`config.mk`:
```
export PLATFORM = sky130hd
export DESIGN_NAME = vga_timing_gen
export DESIGN_NICKNAME = d
export VERILOG_FILES = /design/src/rtl/vga_timing_gen.sv
export SDC_FILE = /design/constraint.sdc
export NUM_CORES = 1
export LEC_CHECK = 0
export CORE_UTILIZATION = 30
export DETAILED_ROUTE_END_ITERATION = 8
export GPL_TIMING_DRIVEN = 0
export SETUP_SLACK_MARGIN = 0.1
export SYNTH_ARGS = -nofsm -noshare
export SYNTH_HDL_FRONTEND = slang
export SYNTH_SLANG_ARGS = --single-unit
export TNS_END_PERCENT = 20
```
`constraint.sdc`:
```
create_clock -name clk_25 -period 2.05 [get_ports clk_25]
set_clock_uncertainty 0.1 [all_clocks]
set_input_delay 0.41 -clock clk_25 [delete_from_list [all_inputs] [get_ports clk_25]]
set_output_delay 0.41 -clock clk_25 [all_outputs]
set_load 0.01 [all_outputs]
```
`src/rtl/vga_timing_gen.sv`:
```
`timescale 1ns/1ps
// -----------------------------------------------------------------------------
// vga_timing_gen
//   640x480@60 Hz VGA raster generator for the 25 MHz pixel clock.
//   Free-running column/line counters feed the downstream pixel painter. The
//   painter's pixel comes back PIX_LATENCY clocks later. It is blanked outside
//   the active window and registered to the VGA pins. Sync is delayed by the
//   same amount so that sync and colour leave together.
//
// Ports
//   clk_25      in   pixel clock, rising edge
//   rst_n       in   asynchronous active-low reset
//   h_count     out  current column, 0..H_TOTAL-1
//   v_count     out  current line, 0..V_TOTAL-1
//   frame_tick  out  high while the counters sit at (0,0)
//   rgb_in      in   painter pixel, RRRGGGBB, PIX_LATENCY clocks after its count
//   hsync       out  horizontal sync, active low
//   vsync       out  vertical sync, active low
//   vga_red     out  rgb_in[7:5] or 0 when blanked
//   vga_green   out  rgb_in[4:2] or 0 when blanked
//   vga_blue    out  rgb_in[1:0] or 0 when blanked
//
// Parameter ordering must hold: H_SYNC < H_ACT_START < H_ACT_END <= H_TOTAL <= 1024,
// and the same ordering vertically. PIX_LATENCY is legal from 1 to 4.
// -----------------------------------------------------------------------------
module vga_timing_gen #(
   parameter int H_TOTAL     = 800,
   parameter int H_SYNC      = 96,
   parameter int H_ACT_START = 144,
   parameter int H_ACT_END   = 784,
   parameter int V_TOTAL     = 521,
   parameter int V_SYNC      = 2,
   parameter int V_ACT_START = 31,
   parameter int V_ACT_END   = 511,
   parameter int PIX_LATENCY = 1
) (
   input  logic       clk_25,
   input  logic       rst_n,
   output logic [9:0] h_count,
   output logic [9:0] v_count,
   output logic       frame_tick,
   input  logic [7:0] rgb_in,
   output logic       hsync,
   output logic       vsync,
   output logic [2:0] vga_red,
   output logic [2:0] vga_green,
   output logic [1:0] vga_blue
);

   localparam logic [9:0] H_LAST  = 10'(H_TOTAL - 1);
   localparam logic [9:0] V_LAST  = 10'(V_TOTAL - 1);
   localparam logic [9:0] H_SW    = 10'(H_SYNC);
   localparam logic [9:0] V_SW    = 10'(V_SYNC);
   localparam logic [9:0] H_A0    = 10'(H_ACT_START);
   localparam logic [9:0] H_A1    = 10'(H_ACT_END);
   localparam logic [9:0] V_A0    = 10'(V_ACT_START);
   localparam logic [9:0] V_A1    = 10'(V_ACT_END);

   logic                   hs_raw, vs_raw, von_raw;
   logic [PIX_LATENCY-1:0] hs_pipe, vs_pipe, von_pipe;
   logic [7:0]             rgb_q;

   // ---------------- raster counters ----------------
   // NOTE: sequential state is updated with non-blocking assignments so every
   // register samples the pre-edge values, independent of statement order.
   always_ff @(posedge clk_25 or negedge rst_n) begin
      if (!rst_n) begin
         h_count <= '0;
         v_count <= '0;
      end else if (h_count == H_LAST) begin
         h_count <= '0;
         v_count <= (v_count == V_LAST) ? 10'd0 : v_count + 10'd1;
      end else begin
         h_count <= h_count + 10'd1;
      end
   end

   assign frame_tick = (h_count == 10'd0) && (v_count == 10'd0);

   // ---------------- raw timing ----------------
   // NOTE: every signal written in always_comb gets a default first, so no
   // path leaves it unassigned and no latch is inferred.
   always_comb begin
      hs_raw  = 1'b1;
      vs_raw  = 1'b1;
      von_raw = 1'b0;
      if (h_count < H_SW) hs_raw = 1'b0;
      // vsync depends only on v_count, so it can only change at the line wrap.
      if (v_count < V_SW) vs_raw = 1'b0;
      if ((h_count >= H_A0) && (h_count < H_A1) &&
          (v_count >= V_A0) && (v_count < V_A1))
         von_raw = 1'b1;
   end

   // ---------------- alignment pipeline ----------------
   // Stage 0 takes the raw value; stage PIX_LATENCY-1 lines up with rgb_in.
   // Sync stages reset to the inactive level so the pins stay high while the
   // pipeline refills after reset.
   always_ff @(posedge clk_25 or negedge rst_n) begin
      if (!rst_n) begin
         hs_pipe  <= '1;
         vs_pipe  <= '1;
         von_pipe <= '0;
      end else begin
         hs_pipe[0]  <= hs_raw;
         vs_pipe[0]  <= vs_raw;
         von_pipe[0] <= von_raw;
         for (int i = 1; i < PIX_LATENCY; i++) begin
            hs_pipe[i]  <= hs_pipe[i-1];
            vs_pipe[i]  <= vs_pipe[i-1];
            von_pipe[i] <= von_pipe[i-1];
         end
      end
   end

   // ---------------- output register ----------------
   always_ff @(posedge clk_25 or negedge rst_n) begin
      if (!rst_n) begin
         hsync <= 1'b1;
         vsync <= 1'b1;
         rgb_q <= '0;
      end else begin
         hsync <= hs_pipe[PIX_LATENCY-1];
         vsync <= vs_pipe[PIX_LATENCY-1];
         rgb_q <= von_pipe[PIX_LATENCY-1] ? rgb_in : 8'h00;
      end
   end

   assign vga_red   = rgb_q[7:5];
   assign vga_green = rgb_q[4:2];
   assign vga_blue  = rgb_q[1:0];

endmodule

```
==> results of run 1 <==
path summary, 6_finish.rpt:
check / end / start / slack (ns) / cells past startpoint
min in group clk_25: hsync$_DFF_PN1_ / hs_pipe$_DFF_PN1_ / 0.26 / 0
min reg2reg: hsync$_DFF_PN1_ / hs_pipe$_DFF_PN1_ / 0.26 / 0
max: frame_tick / v_count[6]$_DFFE_PN0N_ / -0.24 / 3
max in group asynchronous: v_count[5]$_DFFE_PN0N_ / rst_n / 1.28 / 1
min: v_count[9]$_DFFE_PN0N_ / rst_n / 0.07 / 1
max reg2reg: v_count[8]$_DFFE_PN0N_ / h_count[0]$_DFF_PN0_ / 0.24 / 7
worst max-delay path, cell delays in order (launching register included):
cell and delay (ns):
sky130_fd_sc_hd__dfrtp_2 0.46, sky130_fd_sc_hd__or4_4 0.59, sky130_fd_sc_hd__nor4b_4 0.27, sky130_fd_sc_hd__buf_2 0.17
layer usage:
metal  share of wire  GRT usage  wire length, µm  vias to the layer above
li1                -          -                -                      656
met1            0.47      0.182             1640                      640
met4           0.020     0.0761               72                        0
met2            0.46      0.209             1600                       39
met5               0          0                0                        -
met3           0.056     0.0357              198                        8
registers in the layout (all words and copies together) (netlist names):
register and cells:
hs_pipe 1, von_pipe 1, rgb_q 8, vsync 1, vs_pipe 1, v_count 10
h_count 10, hsync 1
power breakdown:
group | switching, mW | internal (mW)
clock network | 0.241 | 0.483
logic | 0.0134 | 0.0137
registers | 0 | 0.651
total | 0.254 | 1.15
per-stage QoR:
step / power [mW] / hold WS (ns)
CTS: 1.43 / 0.0969
detailed placement: 0.692 / 0.247
floorplan: 0.664 / 0.0144
finish: 1.40 / 0.0705
global route: 1.46 / 0.141
global placement: 0.693 / 0.246
area by class of cell:
class                   count  area [µm²]
multi-input cells         106         763
repair buffers             41         398
plain buffers               9        61.3
well taps                  70        87.6
clock inverters             3        65.1
inverters                   7        26.3
flip-flops and latches     33         837
fillers                   523        2830
clock buffers               5        68.8
synth_stat cells (2+ instances only):
library cell / count / share of area
sky130_fd_sc_hd__a21oi_1: 6 / 0.019
sky130_fd_sc_hd__a31oi_1: 2 / 0.0078
sky130_fd_sc_hd__and2_1: 10 / 0.039
sky130_fd_sc_hd__and3_1: 7 / 0.027
sky130_fd_sc_hd__and4_1: 3 / 0.016
sky130_fd_sc_hd__buf_2: 4 / 0.012
sky130_fd_sc_hd__buf_4: 2 / 0.0093
sky130_fd_sc_hd__clkbuf_1: 3 / 0.0070
sky130_fd_sc_hd__dfrtp_1: 29 / 0.45
sky130_fd_sc_hd__dfstp_2: 4 / 0.065
sky130_fd_sc_hd__ha_1: 4 / 0.031
sky130_fd_sc_hd__inv_1: 7 / 0.016
sky130_fd_sc_hd__mux2i_1: 4 / 0.025
sky130_fd_sc_hd__nand2_1: 4 / 0.0093
sky130_fd_sc_hd__nand3_1: 18 / 0.056
sky130_fd_sc_hd__nand4_1: 3 / 0.012
sky130_fd_sc_hd__nor2_1: 5 / 0.012
sky130_fd_sc_hd__nor4_1: 3 / 0.012
sky130_fd_sc_hd__nor4b_1: 2 / 0.011
sky130_fd_sc_hd__nor4bb_1: 2 / 0.012
sky130_fd_sc_hd__o21ai_0: 9 / 0.028
sky130_fd_sc_hd__o31ai_1: 3 / 0.014
sky130_fd_sc_hd__or3_1: 2 / 0.0078
sky130_fd_sc_hd__or4_4: 2 / 0.014
sky130_fd_sc_hd__xnor2_1: 4 / 0.022
sky130_fd_sc_hd__xor2_1: 2 / 0.011
timing repair:
item / CTS / global route
gates cloned: 0 / 0
endpoints found under the setup margin: 2 / 15
buffers inserted: 1 / 0
pin swaps: 1 / 0
hold endpoints to repair: 0 / 0
resized for setup: 10 / 14
kinds of logic (layout without fill, tap and decap cells):
kind of cell | after synthesis | after routing | share of synthesized area
multiplexers | 4 | 4 | 0.0248
adder cells (fa/ha/maj) | 4 | 4 | 0.0311
XOR/XNOR | 6 | 6 | 0.0326
AND/OR/NAND/NOR | 68 | 68 | 0.260
flip-flops | 33 | 33 | 0.516
buffers and inverters | 16 | 65 | 0.0450
AO/OA/AOI/OAI | 24 | 24 | 0.0908
==> metrics, run 1 <==
initial antenna violation count 0; status complete, but fails checks; final number of max-transition violations 0; standard cell area after detailed placement 0.00212 mm²; leakage power 0.953 nW; post-DR vias/cell 4.90; layout net count 217; unique cell type count in the Yosys netlist 37; clock period minus worst slack 2.29 ns; launching element type of the critical path register; TritonCTS clock tree done; FMAX 436 MHz; Routed Wire Length approximately 3500 µm; remaining design rule violation count 0; highest-count cells in the layout ignoring fill and taps 38 x sky130_fd_sc_hd__clkdlybuf4s50_1, 24 x sky130_fd_sc_hd__dfrtp_1, 18 x sky130_fd_sc_hd__nand3_1; area of the core region 0.00514 mm²; power per standard cell area 608 mW/mm²; worst-case headroom to the max-slew limit 0.523; number of clock sinks 33; number of buffers inserted during clock tree synthesis 5; vias in the first global route 1236; largest buffer count on any clock path 2; maximum net fanout on the critical path 8; number of synthesized register bits 33; total number of vias around 1300; largest net degree at the start of global routing 34; share of flip-flops with an asynchronous set or reset 1.00; top-level port count 41; final hold violation count 0; signed area change from the synthesized netlist to the final layout 43.2%; # diodes 0; most common library cell in the layout ignoring fill and taps sky130_fd_sc_hd__clkdlybuf4s50_1; worst slew pin tran 0.715 ns; number of antenna-violating nets in the routed design 0; largest vdd supply drop 0.280 mV; # port buffers 40; CP endpoint kind output port; violations in the final reports negative setup slack; die area 0.00567 mm²; iteration-0 DRC count of the detailed router 97; share of post-route cells with drive strength above 1 0.211; gr ovfl total 0; Final Instance Area 0.00231 mm²; Final Instance Count excl. Fillers 274; initial cell density of the core 0.314; half-perimeter wire length of the detailed placement result 2450 µm; post-synthesis net count 169; WP data arrival 1.78 ns; most common flop cell mapped by yosys sky130_fd_sc_hd__dfrtp_1; hold crit path type input pin to async pin; number of flops mapped to enable cells by yosys 0; netlist area before placement 0.00161 mm²; RePlAce Congestion between 0.7 and 0.8; # setup viols final 1; final cell utilization of the core 0.449; synthesis warning total 0; category of the critical setup timing path register to output port; setup TNS after final layout -0.241 ns; Max Cap Violations 0; share of the cycle needed by the critical path after routing 1.12; syn_area_per_cell 10.4 µm²; first-pass GRT wire length between 5000 and 6000 µm; required time of the critical path between 1.5 and 2 ns; CTS H-tree depth 2; RSZ-0062 raised after global routing true; Die Ht 75.3 µm; clock root buffer sky130_fd_sc_hd__clkbuf_8; Clock Pin Slew Worst Setup and Hold Paths 0.07 ns; share of the yosys chip area belonging to registers 0.516; Hold-fix buffers, CTS 0; combined global-route utilization of all metal layers 0.139; worst setup timing slack at the placement stage -0.448 ns; min setup slack post-route -0.241 ns; Synth Instances 155; width of the die ~75 µm; Initial DRT Pass Iterations 4; routed wire length per instance 12.8 µm; Clock Latency Late Sink between 0.2 and 0.3 ns; cell total after placement 265; FP Rows 26
Power figures use the tool's default switching activity.
==> inputs of run 2 (changes only) <==
Clock period 2.05 ns to 2.45 ns, I/O delays scaled along.
==> run 2 against run 1 <==
The run now ends clean. Wire length rose by 2.4%. Critical endpoint unchanged. Setup slack better by 0.28 ns. Combinational power decreased by 15%.
==> metrics, run 2 (synthesis results as in run 1) <==
combined global-route utilization of all metal layers 0.141 (was 0.139); final cell utilization of the core 0.439 (was 0.449); post-DR vias/cell 4.97 (was 4.90); iteration-0 DRC count of the detailed router 95 (was 97); leakage power 0.950 nW (was 0.953 nW); power per standard cell area 454 mW/mm² (was 608 mW/mm²); worst slew pin tran 0.728 ns (was 0.715 ns); share of post-route cells with drive strength above 1 0.161 (was 0.211); top-level port count 41 (unchanged); share of the cycle needed by the critical path after routing 0.985; Die Ht 75.3 µm (unchanged); gr ovfl total 0 (unchanged); first-pass GRT wire length 5950 µm (was 5760 µm); routed wire length per instance 13.1 µm (was 12.8 µm); remaining design rule violation count 0 (unchanged); FP Rows 26 (unchanged); Clock Latency Late Sink 0.29 ns (about the same); Clock Pin Slew Worst Setup and Hold Paths 0.07 ns (about the same); required time of the critical path 1.86 ns (was 1.54 ns); worst-case headroom to the max-slew limit 0.515 (was 0.523); library cell contributing the largest single delay on the critical path sky130_fd_sc_hd__or4_4 (unchanged); RSZ-0062 raised after global routing true (unchanged); # diodes 0 (unchanged); registers with the highest flip-flop counts h_count (10), v_count (10), rgb_q (8) (unchanged); FMAX 414 MHz; TritonCTS clock tree done (unchanged); WP data arrival 1.82 ns (was 1.78 ns); hold crit path type input pin to async pin (unchanged); launching element type of the critical path register (unchanged); initial cell density of the core 0.314 (unchanged); area of the core region 0.00514 mm² (unchanged); Max Cap Violations 0 (unchanged); Hold-fix buffers, CTS 0 (unchanged); largest stage delay on the critical path 0.55 ns (was 0.59 ns); clock period minus worst slack 2.41 ns; most common library cell in the layout ignoring fill and taps sky130_fd_sc_hd__clkdlybuf4s50_1 (unchanged); Final Instance Area 0.00226 mm² (was 0.00231 mm²); Routed Wire Length 3600 µm (was 3520 µm); Fill cells 540 (was 523); number of antenna-violating nets in the routed design 0 (unchanged); Final Hold Slack 0.160 ns (was 0.0705 ns); number of buffers inserted during clock tree synthesis 5 (unchanged); largest buffer count on any clock path 2 (unchanged); cell total after placement 265 (unchanged); CP endpoint kind output port (unchanged); signed area change from the synthesized netlist to the final layout 40.0% (was 43.2%); layout net count 218 (was 217); standard cell area after detailed placement 0.00209 mm² (was 0.00212 mm²); highest-count cells in the layout ignoring fill and taps 38 x sky130_fd_sc_hd__clkdlybuf4s50_1, 29 x sky130_fd_sc_hd__dfrtp_1, 18 x sky130_fd_sc_hd__nand3_1 (was 38 x sky130_fd_sc_hd__clkdlybuf4s50_1, 24 x sky130_fd_sc_hd__dfrtp_1, 18 x sky130_fd_sc_hd__nand3_1); worst setup timing slack at the placement stage -0.318 ns (was -0.448 ns); maximum net fanout on the critical path 2 (was 8); clock root buffer sky130_fd_sc_hd__clkbuf_8 (unchanged); setup TNS after final layout 0 ns (was -0.241 ns); final hold violation count 0 (unchanged); total number of vias 1368 (was 1343); width of the die 75.3 µm (unchanged); Final Instance Count excl. Fillers 275 (was 274); # setup viols final 0 (was 1); power consumption 1.02 mW (was 1.40 mW); CP cell instances buf_6 > or4_4 > nor2_4 > nor4b_4 > buf_2 (was or4_4 > nor4b_4 > buf_2); setup slack on the worst flop-to-flop path 0.44 ns (was 0.24 ns); final number of max-transition violations 0 (unchanged); category of the critical setup timing path register to output port (unchanged); Initial DRT Pass Iterations 4 (unchanged); number of clock sinks 33 (unchanged); initial antenna violation count 0 (unchanged); vias in the first global route 1248 (was 1236); largest vdd supply drop 0.164 mV (was 0.280 mV); CTS H-tree depth 2 (unchanged); die area 0.00567 mm² (unchanged); status finished clean (was complete, but fails checks); half-perimeter wire length of the detailed placement result 2430 µm (was 2450 µm); # port buffers 40 (unchanged); RePlAce Congestion 0.784 (was 0.782); min setup slack post-route 0.0356 ns (was -0.241 ns); largest net degree at the start of global routing 34 (unchanged)
[run 2: changes by cell type in the layout (fill, tap and decap cells not counted), sizes merged]
cell    before  now
clkbuf       7   10
bufinv       2    0
[run 2: critical path, delay by kind of cell (launching register included)]
kind | cells | cell delay, ns
and+or+nand+nor | 3 | 0.86
DFF | 1 | 0.38
buffers and inverters | 2 | 0.30
[run 2: timing repair]
action,in CTS,in global routing
endpoints found under the setup margin,1,1
pin swaps,2,0
gates resized for setup,14,5
buffers inserted,2,0
[run 2: where the power goes]
part           switching [mW]  internal [mW]  leakage [nW]  total, mW
Sequential                  0          0.545         0.432      0.545
Combinational          0.0115         0.0115         0.463     0.0231
Clock                   0.203          0.254        0.0542      0.457
Total                   0.215          0.810         0.950       1.02
[run 2: metal layers]
layer | global-route usage | vias to the layer above | share of wire
met5 | 0 | - | 0
met4 | 0.0556 | 0 | 0.016
li1 | - | 663 | -
met3 | 0.0437 | 6 | 0.063
met1 | 0.185 | 661 | 0.47
met2 | 0.218 | 38 | 0.45
[run 2: area by class of cell]
| type | instances | area [µm²] | area share |
|---|---|---|---|
| Inverter | 7 | 26.3 | 0.0116 |
| Clock buffer | 7 | 96.3 | 0.0427 |
| Clock inverter | 1 | 5.00 | 0.00222 |
| Tap cell | 70 | 87.6 | 0.0388 |
| Sequential cell | 33 | 831 | 0.368 |
| Multi-Input combinational cell | 106 | 741 | 0.328 |
| Timing Repair Buffer | 42 | 405 | 0.180 |
| Buffer | 9 | 63.8 | 0.0283 |
[run 2: final timing paths]
check,startpoint,to,cells after the start
min reg2reg,hs_pipe$_DFF_PN1_,hsync$_DFF_PN1_,0
min,rst_n,h_count[6]$_DFF_PN0_,1
max,h_count[7]$_DFF_PN0_,frame_tick,5
max in group asynchronous,rst_n,h_count[2]$_DFF_PN0_,1
max reg2reg,h_count[0]$_DFF_PN0_,v_count[8]$_DFFE_PN0N_,7
min in group clk_25,hs_pipe$_DFF_PN1_,hsync$_DFF_PN1_,0
==> inputs of run 3 (changes only) <==
Settings changed: CORE_UTILIZATION 30 to 50, CTS_BUF_LIST set to sky130_fd_sc_hd__clkbuf_4 sky130_fd_sc_hd__clkbuf_8, PLACE_DENSITY set to 0.81, SETUP_SLACK_MARGIN 0.1 to 0.3.
==> run 3 against run 2 <==
The run now ends with negative setup slack left. Critical path type unchanged. Via count up 2.1%. Clock power is 29% lower. Largest power group unchanged. Wire length grew 1.1%. Clock-buffer cell count stayed put. Highest routed layer unchanged. Sequential power barely moved.
==> metrics, run 3 (synthesis results as in run 1) <==
status complete, but fails checks (was finished clean); violations in the final reports negative setup slack; worst reg2reg path depth 7 (unchanged); grt met1 use 0.318 (was 0.185); gr ovfl total 0 (unchanged); FMAX 408 MHz (was 414 MHz); Clock Latency Late Sink 0.33 ns (was 0.29 ns); number of buffers inserted during clock tree synthesis 5 (unchanged); power per standard cell area 404 mW/mm² (was 454 mW/mm²); RR Startpoint h_count[0]$_DFF_PN0_ (unchanged); met2 global-route usage 0.370 (was 0.218); GR Layer Usage met3 0.0615 (was 0.0437); post-DR vias/cell 5.54 (was 4.97); CP cell instances buf_6 > or4_4 > nor2_4 > nor4b_4 > buf_2 (unchanged); Initial DRT Pass Iterations 4 (unchanged); half-perimeter wire length of the detailed placement result 2500 µm (was 2430 µm); launching element type of the critical path register (unchanged); area of the core region 0.00305 mm² (was 0.00514 mm²); share of post-route cells with drive strength above 1 0.178 (was 0.161); maximum net fanout on the critical path 2 (unchanged); CP endpoint kind output port (unchanged); category of the critical setup timing path register to output port (unchanged); required time of the critical path 1.86 ns (about the same); number of clock sinks 33 (unchanged); Clock Pin Slew Worst Setup and Hold Paths 0.10 ns (was 0.07 ns); WP data arrival 1.86 ns (was 1.82 ns); first-pass GRT wire length 6110 µm (was 5950 µm); worst slew pin tran 0.726 ns (was 0.728 ns); largest vdd supply drop 0.284 mV (was 0.164 mV); power consumption 0.892 mW (was 1.02 mW); # port buffers 40 (unchanged); sequential standard cell area 832 µm² (was 831 µm²); # diodes 0 (unchanged); CTS H-tree depth 2 (unchanged); clock period minus worst slack 2.45 ns (was 2.41 ns); RePlAce Congestion 0.818 (was 0.784); remaining design rule violation count 0 (unchanged); clock root buffer sky130_fd_sc_hd__clkbuf_4 (was sky130_fd_sc_hd__clkbuf_8); width of the die 58.8 µm (was 75.3 µm); worst-case headroom to the max-slew limit 0.516 (was 0.515); GR peak layer met2 (unchanged); highest-count cells in the layout ignoring fill and taps 38 x sky130_fd_sc_hd__clkdlybuf4s50_1, 28 x sky130_fd_sc_hd__dfrtp_1, 18 x sky130_fd_sc_hd__nand3_1 (was 38 x sky130_fd_sc_hd__clkdlybuf4s50_1, 29 x sky130_fd_sc_hd__dfrtp_1, 18 x sky130_fd_sc_hd__nand3_1); setup slack on the worst flop-to-flop path 0.50 ns (was 0.44 ns); min setup slack post-route -0.000772 ns (was 0.0356 ns); Fill cells 253 (was 540); Final Hold Slack 0.103 ns (was 0.160 ns); registers with the highest flip-flop counts h_count (10), v_count (10), rgb_q (8) (unchanged); leakage power 0.951 nW (was 0.950 nW); layout net count 222 (was 218); Max Cap Violations 0 (unchanged); largest net degree at the start of global routing 34 (unchanged); library cell contributing the largest single delay on the critical path sky130_fd_sc_hd__or4_4 (unchanged); combined global-route utilization of all metal layers 0.240 (was 0.141); total number of vias 1397 (was 1368); Routed Wire Length 3640 µm (was 3600 µm); iteration-0 DRC count of the detailed router 54 (was 95); hold crit path type input pin to async pin (unchanged); final number of max-transition violations 0 (unchanged); initial antenna violation count 0 (unchanged); Reg-to-Reg End v_count[2]$_DFFE_PN0N_ (was v_count[8]$_DFFE_PN0N_); FP Rows 20 (was 26); top-level port count 41 (unchanged); share of the cycle needed by the critical path after routing 1.00 (was 0.985); vias in the first global route 1303 (was 1248); Hold-fix buffers, CTS 0 (unchanged); Die Ht 58.8 µm (was 75.3 µm); most common library cell in the layout ignoring fill and taps sky130_fd_sc_hd__clkdlybuf4s50_1 (unchanged); RSZ-0062 raised after global routing true (unchanged); category of cells accounting for the largest share of critical-path delay simple AND/OR/NAND/NOR gates (unchanged); die area 0.00345 mm² (was 0.00567 mm²); largest stage delay on the critical path 0.55 ns (about the same); largest buffer count on any clock path 2 (unchanged); initial cell density of the core 0.528 (was 0.314); multi-input combinational cell area 741 µm² (unchanged); routed wire length per instance 14.4 µm (was 13.1 µm); # setup viols final 1 (was 0); number of antenna-violating nets in the routed design 0 (unchanged); TritonCTS clock tree done (unchanged); final hold violation count 0 (unchanged); total buffers and inverters traversed by the critical path 2 (unchanged); signed area change from the synthesized netlist to the final layout 37.1% (was 40.0%)
==> run 3: cell count changes in the layout (fill, tap and decap cells not counted) <==
| cell | previous run | this run |
|---|---|---|
| sky130_fd_sc_hd__clkbuf_8 | 7 | 1 |
| sky130_fd_sc_hd__clkbuf_2 | 2 | 1 |
| sky130_fd_sc_hd__clkbuf_4 | 0 | 6 |
| sky130_fd_sc_hd__dfrtp_1 | 29 | 28 |
| sky130_fd_sc_hd__clkinv_2 | 1 | 0 |
| sky130_fd_sc_hd__buf_2 | 3 | 5 |
| sky130_fd_sc_hd__dfrtp_2 | 0 | 1 |
| sky130_fd_sc_hd__buf_4 | 5 | 8 |
==> run 3: power breakdown <==
group	total (mW)	switching [mW]	internal (mW)
registers	0.545	0	0.545
clock network	0.324	0.178	0.146
logic	0.0232	0.0117	0.0115
total	0.892	0.190	0.703
==> run 3: metrics by stage <==
| step | util | area (µm²) | setup WS (ns) | std cells | TNS (ns) |
|---|---|---|---|---|---|
| floorplan | - | 1620 | 0.378 | 155 | 0 |
| global placement | 0.679 | 2070 | -0.0980 | 239 | -0.0980 |
| detailed placement | 0.679 | 2070 | -0.174 | 239 | -0.174 |
| CTS | 0.710 | 2170 | -0.000685 | 249 | -0.000685 |
| global route | 0.724 | 2210 | -0.0969 | 252 | -0.0969 |
| finish | 0.724 | 2210 | -0.000772 | 252 | -0.000772 |
==> run 3: area by class of cell <==
cell class | instances | share of cell area
well taps | 44 | 0.0249
multi-input cells | 106 | 0.335
plain buffers | 9 | 0.0277
flip-flops and latches | 33 | 0.377
inverters | 7 | 0.0119
repair buffers | 46 | 0.197
clock buffers | 7 | 0.0266
==> run 3: routing by layer <==
| layer | part of all wire | wire, µm |
|---|---|---|
| met1 | 0.43 | 1560 |
| met2 | 0.48 | 1730 |
| met3 | 0.071 | 260 |
| met4 | 0.023 | 85 |
| met5 | 0 | 0 |
==> run 3: timing repair <==
action,CTS,global route
cloned,0,0
resized for setup,10,9
pin swaps,2,0
endpoints found under the setup margin,1,1
buffers inserted,3,3
==> run 3: worst max path at each step <==
stage	start	to	cells past startpoint	slack, ns
after floorplan	h_count[5]$_DFF_PN0_	frame_tick	4	0.38
after global placement	h_count[5]$_DFF_PN0_	frame_tick	5	-0.1
after detailed placement	h_count[5]$_DFF_PN0_	frame_tick	5	-0.17
after CTS	h_count[6]$_DFF_PN0_	frame_tick	5	-0.0007
after global routing	h_count[9]$_DFF_PN0_	frame_tick	6	-0.1
final	h_count[6]$_DFF_PN0_	frame_tick	5	-0.0008
